--- src/rtl/onehot_enc_pkg.sv ---
// Shared constants and FSM state type for the one-hot sequence encoder.
package onehot_enc_pkg;

    localparam int N_LINES = 8;
    localparam int CODE_W  = 3;

    typedef enum logic [1:0] {
        UNLOCKED = 2'd0,
        LOCKING  = 2'd1,
        LOCKED   = 2'd2
    } state_t;

endpackage

--- src/rtl/onehot_sequence_encoder_onehot_check.sv ---
// Combinational one-hot legality check and re-encoding of the decoder lines.
module onehot_check
    import onehot_enc_pkg::*;
(
    input  logic [N_LINES-1:0] onehot_in,
    output logic               legal,
    output logic [CODE_W-1:0]  code
);

    // Exactly one bit set: non-zero and clearing the lowest set bit leaves nothing.
    always_comb begin
        legal = (onehot_in != '0) && ((onehot_in & (onehot_in - 1'b1)) == '0);
        code  = '0;
        for (int i = 0; i < N_LINES; i++) begin
            if (onehot_in[i]) begin
                code = CODE_W'(i);
            end
        end
    end

endmodule

--- src/rtl/onehot_sequence_encoder.sv ---
// Re-encodes a one-hot decoder bus, locks onto the +1 count sequence and flags breaks.
// Optional saturating error counter enabled by defining ONEHOT_ENC_ERR_CNT_EN.
module onehot_sequence_encoder
    import onehot_enc_pkg::*;
#(
    parameter int LOCK_CNT  = 2,
    parameter int ERR_CNT_W = 8
) (
    input  logic                 clkin,
    input  logic                 rst,
    input  logic                 sample_en,
    input  logic [N_LINES-1:0]   onehot_in,
    output logic [CODE_W-1:0]    code_out,
    output logic                 code_valid,
    output logic                 onehot_err,
    output logic                 seq_err,
    output logic                 locked,
    output logic [ERR_CNT_W-1:0] err_count,
    output logic [1:0]           state_dbg
);

    localparam int MATCH_W = 3;
    localparam logic [MATCH_W-1:0] LOCK_TGT = MATCH_W'(LOCK_CNT);

    state_t              state;
    logic [CODE_W-1:0]   expected;
    logic [MATCH_W-1:0]  match_cnt;
    logic                legal;
    logic [CODE_W-1:0]   code;
    logic                is_match;
    logic                err_event;

    onehot_check u_check (
        .onehot_in (onehot_in),
        .legal     (legal),
        .code      (code)
    );

    assign is_match  = (code == expected);
    assign state_dbg = state;
    assign err_event = sample_en && (!legal || (state == LOCKED && !is_match));

    always_ff @(posedge clkin) begin
        if (rst) begin
            state      <= UNLOCKED;
            expected   <= '0;
            match_cnt  <= '0;
            code_out   <= '0;
            code_valid <= 1'b0;
            onehot_err <= 1'b0;
            seq_err    <= 1'b0;
            locked     <= 1'b0;
        end else begin
            code_valid <= 1'b0;
            onehot_err <= 1'b0;
            seq_err    <= 1'b0;
            if (sample_en) begin
                if (!legal) begin
                    onehot_err <= 1'b1;
                    state      <= UNLOCKED;
                    match_cnt  <= '0;
                    locked     <= 1'b0;
                end else begin
                    code_out   <= code;
                    code_valid <= 1'b1;
                    expected   <= code + 1'b1;
                    case (state)
                        UNLOCKED: begin
                            state     <= LOCKING;
                            match_cnt <= '0;
                        end
                        LOCKING: begin
                            if (is_match) begin
                                match_cnt <= match_cnt + 1'b1;
                                if (match_cnt + 1'b1 == LOCK_TGT) begin
                                    state  <= LOCKED;
                                    locked <= 1'b1;
                                end
                            end else begin
                                match_cnt <= '0;
                            end
                        end
                        LOCKED: begin
                            // A break re-references on the new code rather than dropping to UNLOCKED.
                            if (!is_match) begin
                                seq_err   <= 1'b1;
                                state     <= LOCKING;
                                match_cnt <= '0;
                                locked    <= 1'b0;
                            end
                        end
                        default: begin
                            state     <= UNLOCKED;
                            match_cnt <= '0;
                            locked    <= 1'b0;
                        end
                    endcase
                end
            end
        end
    end

`ifdef ONEHOT_ENC_ERR_CNT_EN
    always_ff @(posedge clkin) begin
        if (rst) begin
            err_count <= '0;
        end else if (err_event && (err_count != '1)) begin
            err_count <= err_count + 1'b1;
        end
    end
`else
    logic unused_err_event;
    assign unused_err_event = err_event;
    assign err_count        = '0;
`endif

endmodule

--- config.mk ---
export PLATFORM = sky130hd
export DESIGN_NAME = onehot_sequence_encoder
export DESIGN_NICKNAME = d
export VERILOG_FILES = /design/src/rtl/onehot_enc_pkg.sv /design/src/rtl/onehot_sequence_encoder_onehot_check.sv /design/src/rtl/onehot_sequence_encoder.sv
export SDC_FILE = /design/constraint.sdc
export NUM_CORES = 1
export LEC_CHECK = 0
export CORE_MARGIN = 2
export CORE_UTILIZATION = 45
export DETAILED_ROUTE_END_ITERATION = 8
export PLACE_DENSITY_LB_ADDON = 0.2
export SLEW_MARGIN = 30
export SYNTH_ARGS = -nofsm -noshare
export SYNTH_HDL_FRONTEND = slang
export SYNTH_SLANG_ARGS = --single-unit
--- constraint.sdc ---
create_clock -name clkin -period 2.8 [get_ports clkin]
set_input_delay 0.28 -clock clkin [delete_from_list [all_inputs] [get_ports clkin]]
set_output_delay 0.28 -clock clkin [all_outputs]
set_load 0.01 [all_outputs]
==> impl_metrics.csv <==
group,metric,value,unit
logic_synthesis,netlist_area,973.4,sq um
sta,relSlewSlack,0.6618,
worst_setup_path,r2r-end,"state_dbg[0]$_SDFFE_PP0P_",
logic_synthesis,synth_edf_count,0,
routing,postRouteAntennaNets,0,
clock_tree,cts_tree,"built",
logic_synthesis,synth_area_leaders,"dfxtp_1 (31%), buf_4 (6.2%), a31oi_4 (4.4%)",
worst_setup_path,end_kind,"flop",
worst_setup_path,start_kind,"input port",
global_route,grt_max_degree,15,
power_and_ir_drop,power.leakage,0.4920,nW
worst_setup_path,r2r_slack,1180,ps
placed_design,post-dp-hpwl,1471,microns
logic_synthesis,async_reset_ff_frac,0,
routing,post_drt_wl_per_cell,11.84,microns
sta,slew_violations,0,
routing,vias,838,
worst_hold_path,min_to,"expected[0]$_SDFFE_PP0P_",
clock_tree,htree_levels,1,
sta,worstMarginPinSlew,505.7,ps
routing,dr.pass1.iters,4,
die,ioPinCount,28,
routing,drc_errors,0,
logic_synthesis,ys_warn_count,0,
global_route,grt_pass1_wl,3243,microns
power_and_ir_drop,p_per_area,337.9,mW/mm^2
sta,rsz0062_at_grt,"false",
logic_synthesis,ys_seq_area_frac,0.3085,
logic_synthesis,ys_ff_latch,15,
worst_setup_path,reg2reg_from,"expected[1]$_SDFFE_PP0P_",
global_route,grt_pass1_vias,770,
power_and_ir_drop,ir_worst_vdd,0.2349,mV
clock_tree,cts_hold_buf,0,
worst_setup_path,critical_path_required,2970,ps
worst_hold_path,hold_start,"expected[0]$_SDFFE_PP0P_",
layout,final_nets,149,
sta,setup-tns-final,0,ps
layout,drive_gt1_frac,0.1045,
placed_design,pre_cts_ws,214.6,ps
outcome,status,"completed",
sta,fin_crit_sh,0.8218,
logic_synthesis,yosys.area.top_type_share,0.3085,
logic_synthesis,synthesis.instances,113,
routing,wl,1907,microns
logic_synthesis,yosys.cell_count.top_type,"dfxtp_1",
logic_synthesis,syn_avg_cell_area,8.614,sq um
global_route,grt_usage,0.1641,
worst_hold_path,hp-class,"reg -> reg",
clock_tree,path_clk_slew,80,ps
worst_setup_path,path_class,"in -> reg",
die,dieArea,0.002551,sq mm
logic_synthesis,synthTopCellsByCount,"dfxtp_1 (15), nor2_1 (11), buf_4 (8)",
sta,hold_violations,0,
global_route,antenna_found_initial,0,
sta,setup_violations,0,
logic_synthesis,yosysTopAreaCell,"dfxtp_1",
clock_tree,post_cts_buffers,0,
layout,area_growth_syn_to_layout,21.98,%
die,rows,16,
sta,skew,6.695,ps
clock_tree,insertion_delay,280,ps
worst_setup_path,crit_fanout,9,
clock_tree,cts_buffers,3,
sta,fin_crit,2301,ps
sta,max_freq,434.6,MHz
routing,via_per_inst,5.205,
worst_hold_path,holdPathStages,2,
die,coreArea,0.002002,sq mm
worst_setup_path,arrival,2470,ps
die,start_util,0.4863,
power_and_ir_drop,total_power,0.4012,mW
sta,timing.final.ws_setup,498.9,ps
placed_design,io_buffers,19,
layout,diodes,0,
layout,fillers,173,
die,die_width,50.51,microns
clock_tree,cts_resized,0,
routing,drt-initial-drc-count,15,
run,cap_violations,0,
clock_tree,clock_sinks,15,
die,die_height,50.51,microns
global_route,grt_overflow,0,
placed_design,gp_congestion,0.8444,
logic_synthesis,yosys_most_used_dff,"dfxtp_1",
clock_tree,clockBufferDepth,2,
clock_tree,clockRootBuffer,"clkbuf_4",
logic_synthesis,ys_types,46,
worst_setup_path,r2r_cells,7,
## metrics by stage
step | hold slack, ps | util | area (sq um) | instances
detailed placement | 470.9 | 0.5800 | 1161 | 157
global route | 496.4 | 0.5931 | 1187 | 161
floorplan | 356.7 | - | 999.7 | 120
finish | 474.1 | 0.5931 | 1187 | 161
CTS | 482.7 | 0.5931 | 1187 | 161
global placement | 469.4 | 0.5800 | 1161 | 157
## kinds of logic after synthesis
| logic type | Yosys count | share of synthesized area |
|---|---|---|
| other | 1 | 0.003852 |
| and+or+nand+nor | 44 | 0.2520 |
| adders and majority gates | 4 | 0.04885 |
| AOI/OAI and AO/OA | 24 | 0.2031 |
| buffers and inverters | 17 | 0.1067 |
| muxes | 4 | 0.04113 |
| xor gates and xnor gates | 4 | 0.03600 |
| DFF | 15 | 0.3085 |
## worst max-delay path by stage
stage / startpoint / end / slack, ps / cells after the start
3_3_place_gp: onehot_in[5] / code_out[0]$_SDFFE_PP0P_ / 270 / 7
6_report: onehot_in[5] / code_out[0]$_SDFFE_PP0P_ / 500 / 7
5_1_grt: onehot_in[5] / code_out[0]$_SDFFE_PP0P_ / 400 / 7
4_1_cts: onehot_in[5] / code_out[0]$_SDFFE_PP0P_ / 520 / 7
2_1_floorplan: onehot_in[7] / code_out[0]$_SDFFE_PP0P_ / 890 / 7
3_5_place_dp: onehot_in[5] / code_out[0]$_SDFFE_PP0P_ / 210 / 7
## state kept, by name, summed over array words and instances (netlist names)
name	flops
code_out	3
code_valid	1
expected	3
locked	1
match_cnt	3
onehot_err	1
seq_err	1
state_dbg	2
## worst max-delay path, cell delays in order
cell and delay [ps]:
clkdlybuf4s50_1 500, or4_4 580, or2_1 260, a31oi_4 300, nand2_4 140, or2_0 240, and3_1 160
## layout make-up
| class | count | area, sq um | area share |
|---|---|---|---|
| repair buffers | 22 | 212.7 | 0.1791 |
| clock buffers | 4 | 26.28 | 0.02213 |
| multi-input cells | 88 | 595.6 | 0.5016 |
| well taps | 27 | 33.78 | 0.02845 |
| flip-flops and latches | 15 | 300.3 | 0.2529 |
| inverters | 5 | 18.77 | 0.01581 |
## metal layers
layer	track usage	share of wire
met1	0.1941	0.48
met2	0.2741	0.46
met3	0.05060	0.042
met4	0.06757	0.021
met5	0	0
## cell usage in the layout (no fill, tap or decap), types with 2 or more instances in the layout
cell,n
nand2_1,6
clkbuf_4,3
nand3_1,3
and3_1,3
a31oi_1,2
mux2i_1,4
a22oi_1,2
buf_4,3
a21oi_1,3
nand4_1,3
o2111ai_1,2
a31oi_4,2
clkdlybuf4s50_1,19
xor2_1,3
o31ai_1,2
dfxtp_1,15
ha_1,3
o21ai_0,4
inv_1,5
and2b_2,2
nor2_1,11
conb_1,8
nor3_1,3
## power breakdown
part           switching, mW  internal, mW  total, mW
sequential          0.000871         0.215      0.216
clock                 0.0632        0.0552      0.118
combinational         0.0363        0.0306     0.0668
No activity file was read; power rests on OpenSTA's default activity.
==> RTL edit (same flow settings) <==
Change the parameter `ERR_CNT_W` from 8 to 6.
--- a/src/rtl/onehot_sequence_encoder.sv
+++ b/src/rtl/onehot_sequence_encoder.sv
@@ -4,7 +4,7 @@
     import onehot_enc_pkg::*;
 #(
     parameter int LOCK_CNT  = 2,
-    parameter int ERR_CNT_W = 8
+    parameter int ERR_CNT_W = 6
 ) (
     input  logic                 clkin,
     input  logic                 rst,
Ports: changed (resized err_count); port bits go from 28 to 26. No check against the original RTL was run, so the function may have changed too.
==> RTL edit against the original RTL <==
Critical path type unchanged; critical endpoint unchanged; wire length decreased by 0.42%; largest power group unchanged; power about the same; synthesized area decreased by 1.5%; sequential cell count unchanged; setup slack improved by 4.2 ps; final area increased by 0.63%; worst hold slack improved by 11 ps; highest routed layer unchanged; combinational power increased by 1%.
==> RTL edit: results (changes against the original RTL) <==
status: "finished clean"
antennaDiodeCount: 0  # unchanged
clk_latency_ps: 270
power.internal_mw: 0.303  # +0.64%
multi_input_gates: 86  # -2.3%
grt.met3_usage_pct: 4.46  # -0.60 points
synth-seq-area-share_pct: 31.3  # +0.48 points
pre_cts_ws_ps: 199  # -15.7 ps
signal_buffers: 24  # +9.1%
multi_input_area_share_pct: 49.2  # -0.94 points
wl_met1_um: 840  # -7.8%
cp_top_family: "simple AND/OR/NAND/NOR gates"
synth.mux.area_fraction_pct: 4.18  # +0.064 points
routed.top_layer: "met4"
drive_gt1_share_pct: 11.9  # +1.5 points
met3_length_um: 76  # -6.2%
synth_compound_area_share_pct: 20.6  # +0.32 points
synth-adder-area-share_pct: 4.96  # +0.077 points
synthFlopType: "dfxtp_1"
clockPowerShare_pct: 29.4  # about the same
dp_hpwl_um: 1500  # +2.1%
drtIter0Drc: 29  # +14
synth.area.top_cells: "dfxtp_1 (31%), buf_4 (4.7%), a31oi_4 (4.4%), nor2_1 (4.3%), mux2i_1 (4.2%)"
clockNetworkAreaShare_pct: 2.20  # -0.014 points
seq_cell_count: 15  # unchanged
met1_usage_pct: 19.7  # +0.29 points
grt_usage_pct: 17.1  # +0.66 points
post_drt_wl_per_cell_um: 11.8  # -0.42%
path_clk_slew_ps: 80  # about the same
antenna_found_initial: 0  # unchanged
gp_congestion: 0.828  # -2.0%
grt_use_met2_pct: 30.9  # +3.5 points
synthTopCellsByCount: "dfxtp_1 (15), nor2_1 (11), buf_4 (6), nand2_1 (6), inv_1 (5)"
grt_pass1_wl_um: 3350  # +3.4%
synth_xor_area_share_pct: 3.66  # +0.056 points
fin_skew_ps: 1.63  # -5.07 ps
vias_per_cell: 5.32  # +2.3%
leakagePower_nw: 0.495  # +0.64%
sh_seq_area_pct: 25.1  # -0.16 points
grt_pass1_vias: 808  # +4.9%
fillers: 175  # +1.2%
vdd_drop_max_v: 0.000291  # +24%
hp-class: "register to register"
buffer_area_share_pct: 19.1  # +1.1 points
dr_wl_met2_um: 967  # +11%
RTL edit: path summary, 6_finish.rpt:
check / cells after the start / slack, ps / to / from
setup / recovery: 7 / 500 / code_out[0] / onehot_in[4]
hold / removal: 2 / 480 / match_cnt[1] / match_cnt[1]
setup reg to reg: 7 / 1190 / state_dbg[0] / expected[1]
hold reg to reg: 2 / 480 / match_cnt[1] / match_cnt[1]
RTL edit: worst reg2reg max path, delay by kind of cell, from the launching register on:
kind                   cells  cell delay (ps)
AO/OA/AOI/OAI              6              980
buffers and inverters      1              190
flip-flops                 1              340
RTL edit: per-stage QoR:
step / power, mW / instance area, um^2 / utilization, % / std cells / hold slack [ps]
after detailed placement: 0.288 / 1170 / 59.0 / 157 / 470
after global routing: 0.427 / 1190 / 60.3 / 161 / 507
after floorplan: 0.262 / 977 / - / 116 / 357
final: 0.402 / 1190 / 60.3 / 161 / 485
after global placement: 0.287 / 1170 / 59.0 / 157 / 464
after CTS: 0.406 / 1190 / 60.3 / 161 / 482
